## config.mk

```make
export PLATFORM = sky130hd
export DESIGN_NAME = instr_stream_driver
export DESIGN_NICKNAME = d
export VERILOG_FILES = /design/src/rtl/instr_stream_driver.sv
export SDC_FILE = /design/constraint.sdc
export NUM_CORES = 1
export LEC_CHECK = 0
export CAP_MARGIN = 20
export CORE_MARGIN = 4
export CORE_UTILIZATION = 57
export CTS_CLUSTER_DIAMETER = 200
export DETAILED_ROUTE_END_ITERATION = 16
export HOLD_SLACK_MARGIN = 0.02
export PLACE_DENSITY = 0.84
export SYNTH_ARGS = -nofsm -noshare
export SYNTH_HDL_FRONTEND = slang
export SYNTH_SLANG_ARGS = --single-unit
```

## constraint.sdc

```tcl
create_clock -name clock -period 6 [get_ports clock]
set_clock_uncertainty 0.05 [all_clocks]
set_input_delay 1.2 -clock clock [delete_from_list [all_inputs] [get_ports clock]]
set_output_delay 1.2 -clock clock [all_outputs]
set_load 0.02 [all_outputs]
```

## src/rtl/instr_stream_driver.sv

```systemverilog
// instr_stream_driver: buffers instruction words, issues them one at a time to a fixed-latency tile and returns results over valid/ready.
// Optional macro ISD_STATS_EN adds saturating issued_cnt/retired_cnt outputs.
module instr_stream_driver #(
  parameter int WIDTH   = 12,
  parameter int DEPTH   = 4,
  parameter int LATENCY = 3
) (
  input  logic             clock,
  input  logic             reset,
  input  logic             in_valid,
  output logic             in_ready,
  input  logic [WIDTH-1:0] in_data,
  output logic [WIDTH-1:0] chip_instr,
  input  logic [WIDTH-1:0] chip_result,
  output logic             out_valid,
  input  logic             out_ready,
  output logic [WIDTH-1:0] out_data,
  output logic             busy
`ifdef ISD_STATS_EN
  ,
  output logic [15:0]      issued_cnt,
  output logic [15:0]      retired_cnt
`endif
);
  localparam int AW = $clog2(DEPTH);
  typedef enum logic [2:0] {IDLE, ISSUE, WAIT, CAPTURE, HOLD} state_t;
  state_t state, state_nxt;
  logic [WIDTH-1:0] mem [DEPTH];
  logic [AW:0] wptr, rptr;
  logic [3:0] cnt;
  logic empty, full, push, pop, hs;
  assign empty = wptr == rptr;
  assign full = (wptr[AW] != rptr[AW]) && (wptr[AW-1:0] == rptr[AW-1:0]);
  // in_ready is held low while reset is asserted so every output reads 0 during reset
  assign in_ready = reset && !full;
  assign push = in_valid && in_ready;
  assign busy = (state != IDLE) || !empty;
  always_comb begin
    state_nxt = state;
    pop = 1'b0;
    hs = 1'b0;
    case (state)
      IDLE: begin
        pop = !empty;
        state_nxt = empty ? IDLE : ISSUE;
      end
      ISSUE: state_nxt = (LATENCY == 1) ? CAPTURE : WAIT;
      WAIT: state_nxt = (cnt == 4'd1) ? CAPTURE : WAIT;
      CAPTURE: state_nxt = HOLD;
      HOLD: begin
        hs = out_ready;
        pop = out_ready && !empty;
        state_nxt = !out_ready ? HOLD : (empty ? IDLE : ISSUE);
      end
      default: state_nxt = IDLE;
    endcase
  end
  always_ff @(posedge clock) begin
    if (push) mem[wptr[AW-1:0]] <= in_data;
  end
  // WAIT leaves on the cycle its last decrement reaches zero, giving CAPTURE exactly LATENCY cycles after ISSUE
  always_ff @(posedge clock or negedge reset) begin
    if (!reset) begin
      state <= IDLE;
      wptr <= '0;
      rptr <= '0;
      cnt <= '0;
      chip_instr <= '0;
      out_valid <= 1'b0;
      out_data <= '0;
    end else begin
      state <= state_nxt;
      if (push) wptr <= wptr + 1'b1;
      if (pop) begin
        rptr <= rptr + 1'b1;
        chip_instr <= mem[rptr[AW-1:0]];
      end
      if (state == ISSUE) cnt <= 4'(LATENCY - 1);
      else if (state == WAIT) cnt <= cnt - 1'b1;
      if (state == CAPTURE) begin
        out_data <= chip_result;
        out_valid <= 1'b1;
      end else if (hs) out_valid <= 1'b0;
    end
  end
`ifdef ISD_STATS_EN
  always_ff @(posedge clock or negedge reset) begin
    if (!reset) begin
      issued_cnt <= '0;
      retired_cnt <= '0;
    end else begin
      if (pop && issued_cnt != 16'hFFFF) issued_cnt <= issued_cnt + 1'b1;
      if (hs && retired_cnt != 16'hFFFF) retired_cnt <= retired_cnt + 1'b1;
    end
  end
`endif
endmodule
```

* Word level (Yosys, flattened, before mapping)
Memory sizes are Yosys's and may differ from the RTL's. A register that Yosys moved wholly into a read port is not among the register bits. Index checks and enable logic that the tools add are counted.
Storage, ports and cells: ROM bits 0, output and inout port bits 27, latch bits 0, RAM bits 48, memories kept 1, bits of input ports 28, bits in registers 26
Operators by class: $mul 0, reductions and logical operators 12, shift-type cells 0, $add $sub $neg 3, divide/modulo/power cells 0, bitwise logic cells 0, muxes and demuxes 12, order comparisons 0, eq/ne operators 8
Memories:
- mem | words 4, width 12, read ports 1, clocked after memory_dff 1, write ports 1, line 28 | logic [WIDTH-1:0] mem [DEPTH];
Operators with widths (number):
- 3-bit case mux with 5 select lines | 1
- 4-bit 2-to-1 mux | 2
- 1-bit 2-to-1 mux | 7
- 3-bit by 1-bit adder with 3-bit output (second input constant) | 2
- 3-bit by 2-bit == test with 1-bit output (second input constant) | 2
- 4-bit by 1-bit == test with 1-bit output (second input constant) | 1
- 1-bit logical AND | 4
- 2-bit nonzero test | 2
- 4-bit by 1-bit subtractor with 4-bit output (second input constant) | 1
- 3-bit by 1-bit == test with 1-bit output (second input constant) | 1
- 3-bit == test | 1
- 3-bit == test (second input constant) | 1
- 1-bit logical NOT | 3
- 3-bit logical NOT | 1
- 3-bit 2-to-1 mux | 1
- 3-bit nonzero test | 1
- 2-bit == test | 1
- 1-bit case mux with 2 select lines | 1
- 1-bit logical OR | 1
- 1-bit != test | 1

* Depth between registers and ports, before layout
Gate-level depths: netlist (run 1).
depth after elaboration 7, mapped depth 7

* Least setup slack after synthesis (run 1)
Ideal clock, no wire load.
path type input port to output port, from input port reset, to output port in_ready, stages on the path 2, data required time 4.750 ns, slack 3.157 ns, path buffers 0, data arrival time 1.593 ns, cell sequence inv_1 > a31oi_1
Between the ends: word-level cells in the longest chain between the ends 1
RTL lines:
- start, declared | line 9 | input logic reset,
- 1-bit logical AND | line 35 | assign in_ready = reset && !full;
- end, declared | line 11 | output logic in_ready,
No other way between the ends.

* Worst setup path after layout (run 1)
Ends and elaborated chain as after synthesis.

==> results of run 1 <==
[worst max-delay path, stage by stage]
cell and delay [ns]:
buf_2 0.07, buf_4 0.42, inv_1 0.08, a31oi_1 0.14, clkdlybuf4s50_1 0.62
[worst max path at each step]
stage | startpoint | to | slack (ns) | cells after the start
4_1_cts | reset | in_ready | 2.15 | 5
3_5_place_dp | reset | in_ready | 2.16 | 5
3_3_place_gp | reset | in_ready | 2.19 | 5
5_1_grt | reset | in_ready | 2.01 | 5
6_report | reset | in_ready | 2.21 | 5
2_1_floorplan | reset | in_ready | 3.16 | 2
[registers in the layout (all words and copies together) (netlist names)]
signal,flops
state,3
out_valid,1
chip_instr,12
rptr,3
cnt,4
mem,48
out_data,12
wptr,3
[synth_stat cells (all sizes together)]
cell	instances	share of area
o22a	1	0.0025
mux4	12	0.078
buf	7	0.014
a22oi	3	0.0065
and2	4	0.0072
clkbuf	2	0.0022
or2	1	0.0018
nand2	4	0.0043
mux2i	1	0.0029
a31oi	2	0.0036
mux2	25	0.089
nand4b	1	0.0025
inv	7	0.0076
xnor2	6	0.015
edfxtp	48	0.42
xor2	3	0.0076
nand3	1	0.0014
a311o	1	0.0029
nor3	3	0.0043
dfrtp	38	0.28
o21ai	6	0.0087
a21oi	4	0.0058
nor2	6	0.0065
ha	7	0.025
nor2b	1	0.0018
nand2b	1	0.0018
o22ai	1	0.0018
nand4	1	0.0018
[cell type report]
cell class	count	area (sq um)	share of cell area
sequential	86	2390	0.568
clock buffer	9	124	0.0294
timing repair buffer	55	543	0.129
multi-input combinational	95	981	0.233
clock inverter	7	55.1	0.0131
tap	75	93.8	0.0223
inverter	7	26.3	0.00623
[power breakdown]
| part | leakage [nW] | switching (W) | internal (W) | total [W] |
|---|---|---|---|---|
| clock network | 0.0929 | 0.000194 | 0.000185 | 0.000379 |
| logic | 0.623 | 0.000388 | 0.000495 | 0.000883 |
| registers | 0.886 | 0.000158 | 0.000801 | 0.000959 |
| total | 1.60 | 0.000740 | 0.00148 | 0.00222 |
[metal layers]
metal	part of all wire	track usage	wire (um)	vias up
met3	0.063	0.0490	384	3
met1	0.42	0.236	2560	922
li1	-	-	-	842
met4	0.0080	0.0633	49	0
met5	0	0	0	-
met2	0.51	0.299	3100	59
[cells by family after synthesis]
kind of cell	after synthesis
flip-flops	86
multiplexers	38
AND/OR/NAND/NOR	23
AO/OA/AOI/OAI	18
buffers and inverters	16
XOR/XNOR	9
adder cells (fa/ha/maj)	7
[stage by stage]
stage	setup slack, ns	utilization
floorplan	3.16	-
global placement	2.19	0.686
detailed placement	2.16	0.686
finish	2.21	0.716
CTS	2.15	0.716
global route	2.01	0.716
==> metrics.md, run 1 <==
| Metric | Value |
|---|---|
| DR vias/cell | `5.47` |
| Pwr Total | `0.00222 W` |
| DP Area | `4040 sq um` |
| Hold path depth | `1` |
| Largest net degree at the start of global routing | `41` |
| Post-synthesis xor/xnor area fraction | `0.0228` |
| Post-CTS Setup Bufs | `0` |
| Most frequent cells in the layout | `53 x clkdlybuf4s50_1, 48 x edfxtp_1, 38 x dfrtp_1` |
| ANT nets after route | `0` |
| Number of max-cap violations | `0` |
| Synth Instances | `197` |
| Post-placement cell count | `318` |
| Die W | `85.9 um` |
| CTS Buf Count | `9` |
| Die area | `7370 sq um` |
| Layout Cells excl Fill | `334` |
| Yosys cell types | `32` |
| WL per Instance | `18.2 um` |
| CP startpoint kind | `primary input` |
| Area grow syn2layout | `22.0%` |
| Initial drt markers | `66` |
| Slew HR | `0.335` |
| H-tree depth | `3` |
| Sequential share of the synthesized area | `0.692` |
| CTS tree | `done` |
| R2R Path End | `mem[3][4]` |
| RSZ-0062 raised after global routing | `false` |
| Rows | `28` |
| Arr. time, crit path | `2.54 ns` |
| Die span in y | `85.9 um` |
| Syn Nets | `232` |
| Count of buffers from port buffering | `54` |
| Fin nets | `289` |
| Cell leakage power | `1.60 nW` |
| Max VDD drop | `0.000307 V` |
| First-pass GRT wire length | `9950 um` |
| Maximum clock rate | `264 MHz` |
| Critical path type | `primary input to primary output` |
| Later-pin clock latency in the skew report | `0.35 ns` |
| Final Hold Fails | `0` |
| Worst Hold Class | `flop to flop` |
| Core Box Area | `5890 sq um` |
| Total grt overflow | `0` |
| Pwr Density | `527 nW/um^2` |
| Hold-fix buffers, CTS | `0` |
| Drt drc | `0` |
| Final WL | `6090 um` |
| Crit end category | `primary output` |
| Most common cell after layout, fill and taps aside | `clkdlybuf4s50_1` |
| CP required | `4.75 ns` |
| Critical Path Fanout Max | `40` |
| Fin. max-slew vios | `0` |
| Post-Syn Area | `3460 sq um` |
| Worst hold slack | `0.459 ns` |
| Simple-gate area share of the yosys netlist | `0.0337` |
| Setup violators final | `0` |
| Largest family of logic cells by synthesized area | `multiplexers` |
| DR pass1 iterations | `4` |
| FF-to-FF path depth | `3` |
| Mean area per synthesized cell | `17.5 sq um` |
| Yosys reg bits | `86` |
| FF-to-FF setup slack | `3.14 ns` |
| Number of global-route vias before repair | `1974` |
| Post-synthesis mux area share | `0.170` |
| Final Instance Area | `4220 sq um` |
| Share of cells above drive strength 1 | `0.197` |
| Hold Crit Start | `out_data[4]` |
| Reg2reg start | `rptr[0]` |
| Via count | `1826` |
| Fin crit share | `0.632` |
| Status | `finished, final reports clean` |
| Synth warn | `0` |
| HPWL Detailed | `3990 um` |
| Antenna Cells | `0` |
| Filler Cell Count | `391` |
| Adder-cell area share of the yosys netlist | `0.0253` |
| Resize count post-CTS | `0` |
| Hold Path End | `out_data[4]` |
| Initial Util | `0.587` |
| Setup TNS | `0 ns` |
| Clk slew on worst S/H paths | `0.08 ns` |
| # IOs | `55` |
| Post-synthesis compound-gate area fraction | `0.0319` |
| Largest buffer count on any clock path | `2` |
| GRT Util Overall | `0.182` |
| Clock root cell | `clkbuf_8` |
| Worst-margin pin slew | `0.997 ns` |
| Minimum clock period | `3.79 ns` |
| CTS sink count | `86` |
| Initial antenna violation count | `0` |
| GP Congestion | `0.737` |
(Power assumes the default switching activity.)
==> inputs of run 2 (changes only) <==
- CORE_UTILIZATION: 57 -> 53
- PLACE_DENSITY: 0.84 -> 0.79
- clock period: 6 -> 3.8 ns (I/O delays scaled with it)
==> metrics.md, run 2 (synthesis gave the netlist of run 1 again) <==
| Metric | Value |
|---|---|
| Fin. max-slew vios | `0 (unchanged)` |
| Die area | `7880 sq um (was 7370 sq um)` |
| Rows | `29 (was 28)` |
| Initial drt markers | `111 (was 66)` |
| Fin nets | `290 (was 289)` |
| Top sig layer | `met4 (unchanged)` |
| Largest buffer count on any clock path | `2 (unchanged)` |
| Core Box Area | `6350 sq um (was 5890 sq um)` |
| Clock share of power | `0.156 (was 0.171)` |
| Maximum clock rate | `334 MHz` |
| Reg2reg start | `rptr[1] (was rptr[0])` |
| Wire length on met3 | `387 um (was 384 um)` |
| Drt drc | `0 (unchanged)` |
| Sw frac | `0.337 (was 0.333)` |
| Final setup margin | `0.805 ns (was 2.21 ns)` |
| Die span in y | `88.8 um (was 85.9 um)` |
| Initial Util | `0.544 (was 0.587)` |
| CP Cell Sequence | `xnor2_1 -> a31oi_1 -> clkdlybuf4s50_1 (was buf_2 -> buf_4 -> inv_1 -> a31oi_1 -> clkdlybuf4s50_1)` |
| Fin crit share | `0.788` |
| M1 WL | `2550 um (was 2560 um)` |
| RSZ-0062 raised after global routing | `false (unchanged)` |
| Minimum clock period | `2.99 ns` |
| R2R Path End | `mem[3][3] (was mem[3][4])` |
| Most frequent cells in the layout | `53 x clkdlybuf4s50_1, 48 x edfxtp_1, 38 x dfrtp_1 (unchanged)` |
| H-tree depth | `3 (unchanged)` |
| GP Congestion | `0.757 (was 0.737)` |
| Slew HR | `0.354 (was 0.335)` |
| WL per Instance | `17.5 um (was 18.2 um)` |
| Met2 WL | `2870 um (was 3100 um)` |
| Setup violators final | `0 (unchanged)` |
| Antenna Cells | `0 (unchanged)` |
| Die W | `88.8 um (was 85.9 um)` |
| Largest delay share family, worst path | `flip-flops (was buffers and inverters)` |
| Worst setup path end | `in_ready (unchanged)` |
| Crit end category | `primary output (unchanged)` |
| CTS tree | `done (unchanged)` |
| Cell leakage power | `1.60 nW (about the same)` |
| Worst Hold Class | `primary input to asynchronous set/reset pin (was flop to flop)` |
| CTS Buf Count | `9 (unchanged)` |
| Final Hold Fails | `0 (unchanged)` |
| Crit. Startpoint | `rptr[1] (was reset)` |
| Share of cells above drive strength 1 | `0.208 (was 0.197)` |
| CP required | `2.99 ns (was 4.75 ns)` |
| Number of global-route vias before repair | `1848 (was 1974)` |
| Pwr Density | `821 nW/um^2 (was 527 nW/um^2)` |
| Pint | `0.00229 W (was 0.00148 W)` |
| GRT Util Overall | `0.161 (was 0.182)` |
| DR vias/cell | `5.45 (was 5.47)` |
| Worst-margin pin slew | `0.969 ns (was 0.997 ns)` |
| Later-pin clock latency in the skew report | `0.34 ns (was 0.35 ns)` |
| Largest register FFs | `48 (unchanged)` |
| Arr. time, crit path | `2.18 ns (was 2.54 ns)` |
| Initial antenna violation count | `0 (unchanged)` |
| ANT nets after route | `0 (unchanged)` |
| Flop pwr share | `0.427 (was 0.432)` |
| Clk slew on worst S/H paths | `0.08 ns (about the same)` |
| Post-placement worst setup slack | `0.981 ns (was 2.16 ns)` |
| CP peak stage delay | `0.77 ns (was 0.62 ns)` |
| Number of max-cap violations | `0 (unchanged)` |
| Cell depth of the worst setup path | `3 (was 5)` |
| Sw Pwr | `0.00116 W (was 0.000740 W)` |
| # IOs | `55 (unchanged)` |
| FF-to-FF path depth | `3 (unchanged)` |
| FF-to-FF setup slack | `1.15 ns (was 3.14 ns)` |
| CP startpoint kind | `flop (was primary input)` |
| Max VDD drop | `0.000444 V (was 0.000307 V)` |
| Most common cell after layout, fill and taps aside | `clkdlybuf4s50_1 (unchanged)` |
| Final WL | `5900 um (was 6090 um)` |
| Pwr Total | `0.00345 W (was 0.00222 W)` |
| Clock root cell | `clkbuf_8 (unchanged)` |
| Worst path bufs/invs | `1 (was 4)` |
| First-pass GRT wire length | `9270 um (was 9950 um)` |
| Count of buffers from port buffering | `54 (unchanged)` |
| Post-CTS Setup Bufs | `0 (unchanged)` |
| Setup TNS | `0 ns (unchanged)` |
| Combinational share of power | `0.417 (was 0.398)` |
| DR pass1 iterations | `4 (unchanged)` |
| HPWL Detailed | `3960 um (was 3990 um)` |
| Area grow syn2layout | `21.7% (was 22.0%)` |
| Slowest-stage cell, CP | `dfrtp_1 (was clkdlybuf4s50_1)` |
| Critical path type | `flop to primary output (was primary input to primary output)` |
| Status | `finished, final reports clean (unchanged)` |
| CTS sink count | `86 (unchanged)` |
| Largest net degree at the start of global routing | `30 (was 41)` |
| Via count | `1837 (was 1826)` |
| Resize count post-CTS | `0 (unchanged)` |
| Total grt overflow | `0 (unchanged)` |
| Hold-fix buffers, CTS | `0 (unchanged)` |
| Critical Path Fanout Max | `15 (was 40)` |
==> run 2: cell types whose count changed in the layout (fill, tap and decap cells not counted), sizes merged <==
cell | before | now
buf | 2 | 3
bufinv | 1 | 0
clkbuf | 9 | 11
clkinv | 6 | 5
==> run 2: final cells by class <==
cell class / count / area [sq um]
timing repair buffer: 56 / 551
inverter: 7 / 26.3
tap: 77 / 96.3
clock inverter: 5 / 28.8
sequential: 86 / 2390
multi-input combinational: 95 / 981
fill: 438 / 2140
clock buffer: 11 / 131
==> run 2: worst min-delay path by stage <==
stage                       from       endpoint  slack (ns)  cells after the start
floorplan                  reset  chip_instr[0]        0.41                      0
global placement     out_data[1]    out_data[1]        0.44                      1
detailed placement  out_data[11]   out_data[11]        0.44                      1
CTS                        reset        wptr[0]        0.22                      1
global route               reset  chip_instr[1]        0.22                      1
finish                     reset        rptr[2]        0.22                      1
==> run 2: per-layer routing <==
layer	vias to the layer above	global-route usage
met2	56	0.260
li1	849	-
met3	10	0.0428
met4	0	0.0687
met1	922	0.207
met5	-	0
==> run 2: per-stage QoR <==
step	hold WS [ns]	cells	utilization	area, sq um
finish	0.224	337	0.662	4210
global route	0.224	337	0.662	4210
CTS	0.217	337	0.662	4210
detailed placement	0.442	321	0.637	4050
global placement	0.435	321	0.637	4050
floorplan	0.414	197	-	3460
==> run 2: power groups by stage <==
stage / registers (W) / clock network [W] / logic, W
floorplan: 0.00158 / 0 / 0.000904
global placement: 0.00148 / 0 / 0.00142
detailed placement: 0.00149 / 0 / 0.00146
CTS: 0.00148 / 0.000551 / 0.00146
global route: 0.00151 / 0.000594 / 0.00156
finish: 0.00147 / 0.000540 / 0.00144
